File: config.mk
export PLATFORM = sky130hd
export DESIGN_NAME = soin_bpredictor_resolve
export DESIGN_NICKNAME = d
export VERILOG_FILES = /design/src/rtl/soin_bpredictor_resolve_pkg.sv /design/src/rtl/soin_bpredictor_uq.sv /design/src/rtl/soin_bpredictor_resolve.sv
export SDC_FILE = /design/constraint.sdc
export NUM_CORES = 1
export LEC_CHECK = 0
export ABC_AREA = 0
export CORE_MARGIN = 1
export CORE_UTILIZATION = 50
export DETAILED_ROUTE_END_ITERATION = 10
export PLACE_DENSITY = 0.78
export SYNTH_ARGS = -nofsm -noshare
export SYNTH_HDL_FRONTEND = slang
export SYNTH_SLANG_ARGS = --single-unit
File: constraint.sdc
create_clock -name clk -period 5.42 [get_ports clk]
set_input_delay 1.084 -clock clk [delete_from_list [all_inputs] [get_ports clk]]
set_output_delay 1.084 -clock clk [all_outputs]
set_load 0.05 [all_outputs]
File: src/rtl/soin_bpredictor_resolve_pkg.sv
// rtl/soin_bpredictor_resolve_pkg.sv - shared types and constants for branch resolve
package soin_bpredictor_resolve_pkg;

  localparam int BP_META_WIDTH = 4;

  typedef enum logic [0:0] {
    ST_RUN    = 1'b0,
    ST_SQUASH = 1'b1
  } bp_state_e;

  // One predictor update, oldest field in the MSBs
  typedef struct packed {
    logic [31:0]              pc;
    logic [31:0]              next_pc;
    logic                     taken;
    logic                     miss;
    logic                     recover_ras;
    logic [BP_META_WIDTH-1:0] meta;
  } uq_entry_t;

  localparam int UQ_ENTRY_W = $bits(uq_entry_t);

  // Architecturally correct fall-through or taken target
  function automatic logic [31:0] correct_next_pc(input logic [31:0] pc,
                                                  input logic        taken,
                                                  input logic [31:0] target);
    return taken ? target : (pc + 32'd4);
  endfunction

endpackage

File: src/rtl/soin_bpredictor_uq.sv
// rtl/soin_bpredictor_uq.sv - predictor update queue with drop-on-full and sticky overflow
module soin_bpredictor_uq #(
  parameter int DEPTH = 4,
  parameter int WIDTH = 8
) (
  input  logic                     clk,
  input  logic                     reset,
  input  logic                     push,
  input  logic [WIDTH-1:0]         push_data,
  input  logic                     pop,
  output logic [WIDTH-1:0]         head_data,
  output logic                     empty,
  output logic [$clog2(DEPTH):0]   count,
  output logic                     overflow
);

  localparam int AW = $clog2(DEPTH);

  logic [WIDTH-1:0] mem [DEPTH];
  logic [AW-1:0]    wr_ptr;
  logic [AW-1:0]    rd_ptr;
  logic             full;
  logic             pop_eff;
  logic             wr_en;
  logic             drop;

  assign empty   = (count == '0);
  assign full    = (count == (AW+1)'(DEPTH));
  assign pop_eff = pop & ~empty;
  // A pop in the same cycle frees the slot, so a full queue can still take a push
  assign wr_en   = push & (~full | pop_eff);
  assign drop    = push & full & ~pop_eff;

  assign head_data = empty ? '0 : mem[rd_ptr];

  // Pointer, occupancy and sticky overflow tracking
  always_ff @(posedge clk or negedge reset) begin
    if (!reset) begin
      wr_ptr   <= '0;
      rd_ptr   <= '0;
      count    <= '0;
      overflow <= 1'b0;
    end else begin
      if (wr_en)   wr_ptr <= wr_ptr + 1'b1;
      if (pop_eff) rd_ptr <= rd_ptr + 1'b1;
      case ({wr_en, pop_eff})
        2'b10:   count <= count + 1'b1;
        2'b01:   count <= count - 1'b1;
        default: count <= count;
      endcase
      if (drop) overflow <= 1'b1;
    end
  end

  // Entry storage; contents are qualified by count so no reset is needed
  always_ff @(posedge clk) begin
    if (wr_en) mem[wr_ptr] <= push_data;
  end

endmodule

File: src/rtl/soin_bpredictor_resolve.sv
// rtl/soin_bpredictor_resolve.sv - branch resolve, fetch redirect and predictor update queue (option: BPRED_STATS_EN)
module soin_bpredictor_resolve
  import soin_bpredictor_resolve_pkg::*;
#(
  parameter int Q_DEPTH       = 4,
  parameter int SQUASH_CYCLES = 2
) (
  input  logic                     clk,
  input  logic                     reset,
  input  logic                     ex_valid,
  input  logic                     ex_is_branch,
  input  logic [31:0]              ex_PC,
  input  logic                     ex_taken,
  input  logic [31:0]              ex_target,
  input  logic                     ex_p_dir,
  input  logic [31:0]              ex_p_target,
  input  logic [BP_META_WIDTH-1:0] ex_meta,
  input  logic                     soin_bpredictor_stall,
  output logic                     fetch_redirect,
  output logic [31:0]              fetch_redirect_PC,
  output logic                     execute_bpredictor_update,
  output logic                     execute_bpredictor_dir,
  output logic                     execute_bpredictor_miss,
  output logic                     execute_bpredictor_recover_ras,
  output logic [31:0]              execute_bpredictor_PC,
  output logic [31:0]              execute_bpredictor_target,
  output logic [BP_META_WIDTH-1:0] execute_bpredictor_meta,
  input  logic [31:0]              soin_bpredictor_debug_sel,
  output logic [31:0]              bpredictor_soin_debug
);

  localparam int SQ_W = (SQUASH_CYCLES > 2) ? $clog2(SQUASH_CYCLES) : 1;
  localparam int OCC_W = $clog2(Q_DEPTH) + 1;

  bp_state_e        state, state_nxt;
  logic [SQ_W-1:0]  sq_cnt, sq_cnt_nxt;
  logic             accept;
  logic             miss;
  logic [31:0]      next_pc;
  uq_entry_t        push_entry;
  uq_entry_t        head_entry;
  logic [UQ_ENTRY_W-1:0] head_bits;
  logic             uq_empty;
  logic [OCC_W-1:0] uq_count;
  logic             uq_overflow;
  logic             update;

  assign accept  = ex_valid & ex_is_branch & (state == ST_RUN);
  assign miss    = (ex_p_dir != ex_taken) | (ex_taken & (ex_p_target != ex_target));
  assign next_pc = correct_next_pc(ex_PC, ex_taken, ex_target);

  // FSM state register and squash countdown
  always_ff @(posedge clk or negedge reset) begin
    if (!reset) begin
      state  <= ST_RUN;
      sq_cnt <= '0;
    end else begin
      state  <= state_nxt;
      sq_cnt <= sq_cnt_nxt;
    end
  end

  // Next state: a miss opens a window in which younger execute results are wrong-path
  always_comb begin
    state_nxt  = state;
    sq_cnt_nxt = sq_cnt;
    case (state)
      ST_RUN: begin
        if (accept && miss) begin
          state_nxt  = ST_SQUASH;
          sq_cnt_nxt = SQ_W'(SQUASH_CYCLES - 1);
        end
      end
      ST_SQUASH: begin
        if (sq_cnt == '0) state_nxt = ST_RUN;
        else              sq_cnt_nxt = sq_cnt - 1'b1;
      end
      default: state_nxt = ST_RUN;
    endcase
  end

  // One-cycle redirect pulse registered after the mispredicting branch is accepted
  always_ff @(posedge clk or negedge reset) begin
    if (!reset) begin
      fetch_redirect    <= 1'b0;
      fetch_redirect_PC <= '0;
    end else begin
      fetch_redirect    <= accept & miss;
      fetch_redirect_PC <= (accept & miss) ? next_pc : '0;
    end
  end

  // Pack the resolved branch into a queue entry
  always_comb begin
    push_entry             = '0;
    push_entry.pc          = ex_PC;
    push_entry.next_pc     = next_pc;
    push_entry.taken       = ex_taken;
    push_entry.miss        = miss;
    push_entry.recover_ras = miss;
    push_entry.meta        = ex_meta;
  end

  assign update = ~uq_empty & ~soin_bpredictor_stall;

  soin_bpredictor_uq #(
    .DEPTH (Q_DEPTH),
    .WIDTH (UQ_ENTRY_W)
  ) u_uq (
    .clk       (clk),
    .reset     (reset),
    .push      (accept),
    .push_data (push_entry),
    .pop       (update),
    .head_data (head_bits),
    .empty     (uq_empty),
    .count     (uq_count),
    .overflow  (uq_overflow)
  );

  assign head_entry = uq_entry_t'(head_bits);

  assign execute_bpredictor_update      = update;
  assign execute_bpredictor_dir         = head_entry.taken;
  assign execute_bpredictor_miss        = head_entry.miss;
  assign execute_bpredictor_recover_ras = head_entry.recover_ras;
  assign execute_bpredictor_PC          = head_entry.pc;
  assign execute_bpredictor_target      = head_entry.next_pc;
  assign execute_bpredictor_meta        = head_entry.meta;

`ifdef BPRED_STATS_EN
  logic [31:0] stat_branches;
  logic [31:0] stat_misses;

  // Saturating counters of accepted branches and accepted misses
  always_ff @(posedge clk or negedge reset) begin
    if (!reset) begin
      stat_branches <= '0;
      stat_misses   <= '0;
    end else begin
      if (accept && (stat_branches != '1)) stat_branches <= stat_branches + 32'd1;
      if (accept && miss && (stat_misses != '1)) stat_misses <= stat_misses + 32'd1;
    end
  end
`endif

  // Debug read mux
  always_comb begin
    bpredictor_soin_debug = '0;
    case (soin_bpredictor_debug_sel)
      32'd0: bpredictor_soin_debug = 32'({uq_count, uq_overflow});
`ifdef BPRED_STATS_EN
      32'd1: bpredictor_soin_debug = stat_branches;
      32'd2: bpredictor_soin_debug = stat_misses;
`endif
      default: bpredictor_soin_debug = '0;
    endcase
  end

endmodule

# Word level (Yosys, flattened, before mapping)
# Memories as Yosys holds them, arrays and structs flattened.
# Cells that the tools add are included.
dict set report totals {
  regBits 43
  ramBits 284
  input_bits 139
  output_inout_bits 137
  word_cells 54
  n_memories 1
}
# name depth width rd rd_clocked_by_memory_dff write_ports line_no
set mem_list {}
lappend mem_list {u_uq.mem 4 71 1 0 1 soin_bpredictor_uq.sv:19} ;# logic [WIDTH-1:0] mem [DEPTH];
dict set report classes {
  addsub 6
  n_eq_ne 6
  muxes 13
  bitwise_logic 16
  n_reduce_logical 4
}
# op count
set op_table {}
lappend op_table {{71-bit two-way mux} 1}
lappend op_table {{32-bit two-way mux} 2}
lappend op_table {{32-bit by 3-bit adder with 32-bit output (second input constant)} 1}
lappend op_table {{32-bit logical NOT} 1}
lappend op_table {{32-bit != test} 1}
lappend op_table {{1-bit AND} 9}
lappend op_table {{1-bit two-way mux} 6}
lappend op_table {{3-bit case mux with 2 select lines} 1}
lappend op_table {{1-bit inverter} 5}
lappend op_table {{2-bit by 1-bit adder with 2-bit output (second input constant)} 2}
lappend op_table {{4-bit two-way mux} 1}
lappend op_table {{1-bit case mux with 2 select lines} 2}
lappend op_table {{3-bit by 1-bit adder with 3-bit output (second input constant)} 1}
lappend op_table {{3-bit equality test (second input constant)} 1}
lappend op_table {{3-bit logical NOT} 1}
lappend op_table {{3-bit by 1-bit subtractor with 3-bit output (second input constant)} 1}
lappend op_table {{2-bit by 1-bit equality test with 1-bit output (second input constant)} 1}
lappend op_table {{2-bit equality test (second input constant)} 1}
lappend op_table {{2-bit by 1-bit != test with 1-bit output (second input constant)} 1}
lappend op_table {{1-bit OR} 2}
lappend op_table {{2-bit nonzero test} 1}
lappend op_table {{1-bit logical AND} 1}
lappend op_table {{1-bit != test} 1}
lappend op_table {{1-bit subtractor (second input constant)} 1}

# Logic depth before layout (Yosys ltp)
dict set report logic_depth {
  word_depth 8
  depth_mapped 7
  ltp_nobuf 7
}

# Modules after synthesis
# A second synthesis with hierarchy kept.
dict set report unflattened {
  hier_cells 866
  hier_area_um2 14355.0
}
# module n_inst cells_per_inst area_each_um2 seq_area_each_um2
set modules_own_cells {}
lappend modules_own_cells {soin_bpredictor_uq 1 503 11323.4 8728.4}
lappend modules_own_cells {soin_bpredictor_resolve 1 363 3031.7 875.8}

# Worst setup path after synthesis
# Ideal clock, no wire load.
dict set report synth_path {
  kind {in2reg}
  startpoint {input ex_valid}
  endpoint {memory u_uq.mem[0][0] in the netlist's numbering, enable pin}
  setup_ns 0.436
  t_arrival_ns 3.281
  required_time_ns 4.984
  setup_slack_ns 1.703
  path_stages 3
  path_buffers 0
  path_cell_list {nand3b_1 > a31oi_1 > and2_1}
}
dict set report synth_via {
  elab_chain_len 5
}
# element line_no
set synth_rtl {}
lappend synth_rtl {{start: declaration} soin_bpredictor_resolve.sv:10} ;# input logic ex_valid,
lappend synth_rtl {{1-bit AND (2 in a row)} soin_bpredictor_resolve.sv:48} ;# assign accept = ex_valid & ex_is_branch & (state == ST_RUN);
lappend synth_rtl {{1-bit AND} soin_bpredictor_uq.sv:31} ;# assign wr_en = push & (~full | pop_eff);
lappend synth_rtl {{1-bit two-way mux} soin_bpredictor_uq.sv:57} ;# if (wr_en) mem[wr_ptr] <= push_data;
lappend synth_rtl {{1-bit two-way mux (implied by the code)} soin_bpredictor_uq.sv:57}
lappend synth_rtl {{end: declaration} soin_bpredictor_uq.sv:19}
# Every way passes these cells.

# Worst setup path after layout
dict set report layout_path {
  startpoint {input soin_bpredictor_debug_sel[25]}
  endpoint {output bpredictor_soin_debug[3]}
}
dict set report layout_via {
  elab_chain_len 2
}
# element line_no
set layout_rtl {}
lappend layout_rtl {{start: declaration} soin_bpredictor_resolve.sv:28} ;# input logic [31:0] soin_bpredictor_debug_sel,
lappend layout_rtl {{32-bit logical NOT} soin_bpredictor_resolve.sv:150} ;# case (soin_bpredictor_debug_sel)
lappend layout_rtl {{4-bit two-way mux} soin_bpredictor_resolve.sv:150}
lappend layout_rtl {{end: declaration} soin_bpredictor_resolve.sv:29} ;# output logic [31:0] bpredictor_soin_debug
# Every way passes these cells.

==> impl_results.rst <==
.. list-table::
   :header-rows: 1

   * - Metric
     - Value
   * - Library cell with the highest instance count after synthesis
     - sky130_fd_sc_hd__edfxtp_1
   * - Kind of start point of the critical path
     - input pin
   * - Antenna Violating Nets Remaining
     - 0
   * - Final period demand of the worst path
     - about 4.3 ns
   * - Top cells by instance count after synthesis
     - 280 x sky130_fd_sc_hd__edfxtp_1, 72 x sky130_fd_sc_hd__nor2b_1, 70 x sky130_fd_sc_hd__mux4_2
   * - Avg Synthesized Cell Area
     - between 15 and 20 um2
   * - WP data required
     - 4.34 ns
   * - Total number of vias
     - 8417
   * - Share of synthesized registers carrying an async set or reset
     - a little over an eighth
   * - Synth Cell Area
     - 14100 um2
   * - Final Max Tran Viols
     - 0
   * - Xor and xnor fraction of the mapped netlist area
     - under 10%
   * - Simple-gate share of the synthesized area
     - between 10% and 20%
   * - H-tree depth
     - 1
   * - Post-synth top area cell
     - sky130_fd_sc_hd__edfxtp_1
   * - Chip width
     - 170 um
   * - Gp weighted congestion
     - roughly 0.83
   * - Reported leakage power
     - slightly above 0.006 uW
   * - Setup Fix Bufs, Post-CTS
     - 0
   * - Layout overhead on the synthesized area
     - 26.9%
   * - Post-detail-place hpwl
     - about 23 mm
   * - Post-route non-filler standard cell count
     - around 1500
   * - Endpoint kind of the worst setup timing path
     - output pin
   * - Register area
     - roughly 9500 um2
   * - Clock insertion delay at the later pin of the skew report
     - approximately 0.55 ns
   * - Worst Path Class, Setup
     - input pin to output pin
   * - GRT Residual Overflow
     - 0
   * - Least setup slack across all paths after layout
     - approximately 1.1 ns
   * - Clk sinks
     - about 320
   * - DRT iter0 DRCs
     - a little under 700
   * - Post-synthesis mux area share
     - between 10% and 20%
   * - Post-cts repair resize count
     - 0
   * - IO buf count
     - between 200 and 250
   * - Kind of path behind the tightest hold check
     - register to register
   * - Share of the synthesized area in the top cell type
     - between 50% and 60%
   * - Final routed wire length divided by cell count
     - around 23 um
   * - Slew at the pin with the worst max-slew slack
     - 1.13 ns
   * - Initial standard-cell utilization of the core
     - 50.8%
   * - Maximum ir drop on the vdd rail
     - 0.000362 V
   * - Number of failing hold endpoints at the final stage
     - 0
   * - Clock root cell
     - sky130_fd_sc_hd__clkbuf_16
   * - Total die area
     - 28800 um2
   * - Main combinational cell family by area after synthesis
     - multiplexers
   * - Share of the synthesized area in compound gates (AO/OA/AOI/OAI)
     - 3.85%
   * - Overall routing resource usage
     - 24.1%
   * - Final cycle utilization of the critical path
     - a little under 80%
   * - # DRC
     - 0
   * - Number of fill cells
     - 1933
   * - First-pass GRT wire length
     - a little over 50 mm
   * - Share of synthesized area occupied by flip-flops and latches
     - about 67%
   * - Standard-cell rows
     - slightly above 60
   * - Final routed wirelength across all metal layers
     - around 34 mm
   * - Die span in y
     - 170 um
   * - Buffers from clock root to sink, at most
     - 3
   * - Share of layout cells above drive strength 1
     - between 10% and 20%
   * - Max Fclk
     - between 0.2 and 0.25 GHz
   * - Number of unique standard cell types used by synthesis
     - 57
   * - Maximum number of pins on one net before global-route repair
     - roughly 70
   * - Worst EP arrival
     - approximately 3.2 ns
   * - Setup Viol. Count Final
     - 0
   * - Clock tree from TritonCTS
     - done
   * - Initial antenna violation count
     - 0
   * - Vias in the first global route
     - 8434
   * - Post-synthesis adder-cell area fraction
     - 0.587%
   * - Number of vias per cell after detailed routing
     - about 5.6
   * - Setup skew after layout
     - 0.0119 ns
   * - Area taken by multi-input logic gates
     - 4170 um2
   * - Number of buffers created by CTS
     - 31
   * - FF-to-FF setup slack
     - between 2 and 3 ns
   * - Yosys warning count
     - 0
   * - Worst slack at placement
     - about 1.2 ns
   * - Cell total after placement
     - ~1400
   * - Final net count
     - between 1000 and 1500
   * - Post-synthesis cell count
     - between 800 and 900
   * - Count of state elements after synthesis
     - roughly 320
   * - Clock edge transition at the registers on the reported setup and hold paths
     - approximately 0.060 ns
   * - Max Cap Violations
     - 0
   * - Antenna diode count
     - 0
   * - Crit path max fanout
     - 3
   * - Power per cell area
     - roughly 520 nW/um2
   * - Post-synth EDFFs
     - 280
   * - I/O pin total
     - around 280
   * - Core Area
     - around 28000 um2
   * - Number of buffers inserted for hold repair after clock tree synthesis
     - 0
   * - Top area cells in the synthesized netlist
     - sky130_fd_sc_hd__edfxtp_1 60%, sky130_fd_sc_hd__mux4_2 11%, sky130_fd_sc_hd__dfrtp_1 7.7%
   * - Primary FF master, synth
     - sky130_fd_sc_hd__edfxtp_1
   * - Result of the run
     - finished clean
   * - Setup total negative slack
     - 0 ns
   * - Pre-antenna DRT Iters
     - 5
   * - RSZ-0062 raised after global routing
     - no
   * - Rel. slew slack
     - 24.9%
[path summary, 6_finish.rpt]
path                                                   end  cells after the start                     startpoint
setup reg to reg                 u_uq.mem[2][42]$_DFFE_PP_                      4                state$_DFF_PN0_
max in group asynchronous       u_uq.rd_ptr[0]$_DFFE_PN0P_                      2                          reset
min in group asynchronous  fetch_redirect_PC[25]$_DFF_PN0_                      2                          reset
hold / removal                   u_uq.overflow$_DFFE_PN0P_                      1      u_uq.overflow$_DFFE_PN0P_
setup / recovery                  bpredictor_soin_debug[3]                      6  soin_bpredictor_debug_sel[25]
hold reg to reg                  u_uq.overflow$_DFFE_PN0P_                      1      u_uq.overflow$_DFFE_PN0P_
[stage by stage]
step / instance area, um2 / hold WS (ns) / util (%) / power (uW)
after floorplan: 14200 / 0.434 / - / 5800
after global placement: 16800 / 0.457 / 60.7 / 7040
after detailed placement: 16800 / 0.467 / 60.7 / 7080
after CTS: 17800 / 0.485 / 64.4 / 9280
after global routing: 17800 / 0.513 / 64.4 / 9540
final: 17800 / 0.487 / 64.4 / 9210
[registers in the layout, summed over array words and instances, names as in the netlist]
| register | cells |
|---|---|
| u_uq.mem | 280 |
| fetch_redirect_PC | 32 |
| u_uq.count | 3 |
| u_uq.rd_ptr | 2 |
| u_uq.wr_ptr | 2 |
| fetch_redirect | 1 |
| sq_cnt | 1 |
| state | 1 |
| u_uq.overflow | 1 |
[metal layers]
metal  GRT usage (%)  up-vias  part of all wire [%]
met1            33.3     4261                    41
met2            40.2      356                    50
li1                -     3750                     -
met3            3.73       50                   6.3
met5               0        -                     0
met4            5.91        0                   2.2
[layout by cell type, fill, tap and decap left out, types with 16 or more instances in the layout]
cell and count:
sky130_fd_sc_hd__edfxtp_1 280, sky130_fd_sc_hd__nor3b_1 16, sky130_fd_sc_hd__clkdlybuf4s50_1 245, sky130_fd_sc_hd__conb_1 28
sky130_fd_sc_hd__o21ai_0 24, sky130_fd_sc_hd__xor2_1 35, sky130_fd_sc_hd__nor4_1 25, sky130_fd_sc_hd__dfrtp_1 41
sky130_fd_sc_hd__clkbuf_16 31, sky130_fd_sc_hd__nand2_1 57, sky130_fd_sc_hd__nor2b_1 72, sky130_fd_sc_hd__buf_4 17
sky130_fd_sc_hd__mux4_2 70, sky130_fd_sc_hd__inv_1 17
[layout make-up]
cell class	instances	area share [%]
Sequential cell	323	53.2
Tap cell	378	2.65
Inverter	17	0.357
Timing Repair Buffer	265	14.6
Multi-Input combinational cell	466	23.3
Clock inverter	22	1.45
Clock buffer	34	4.41
[logic make-up after synthesis]
| group | after synthesis |
|---|---|
| flip-flops | 323 |
| AND/OR/NAND/NOR | 239 |
| multiplexers | 74 |
| buffers and inverters | 88 |
| XOR/XNOR | 45 |
| adder cells (fa/ha/maj) | 6 |
| AO/OA/AOI/OAI | 74 |
| other | 1 |
[worst max-delay path, stage by stage]
cell and delay (ns):
sky130_fd_sc_hd__clkdlybuf4s50_1 0.43, sky130_fd_sc_hd__nor4_1 0.33, sky130_fd_sc_hd__nand4_1 0.20, sky130_fd_sc_hd__nor2_1 0.20
sky130_fd_sc_hd__and2_1 0.15, sky130_fd_sc_hd__clkdlybuf4s50_1 0.81
[where the power goes]
part	leakage [uW]	internal [uW]	switching, uW	total [uW]
Combinational	0.00247	1470	2370	3840
Clock	0.000504	1290	917	2210
Sequential	0.00311	2960	199	3160
Total	0.00608	5720	3490	9210
(Power assumes the default switching activity.)
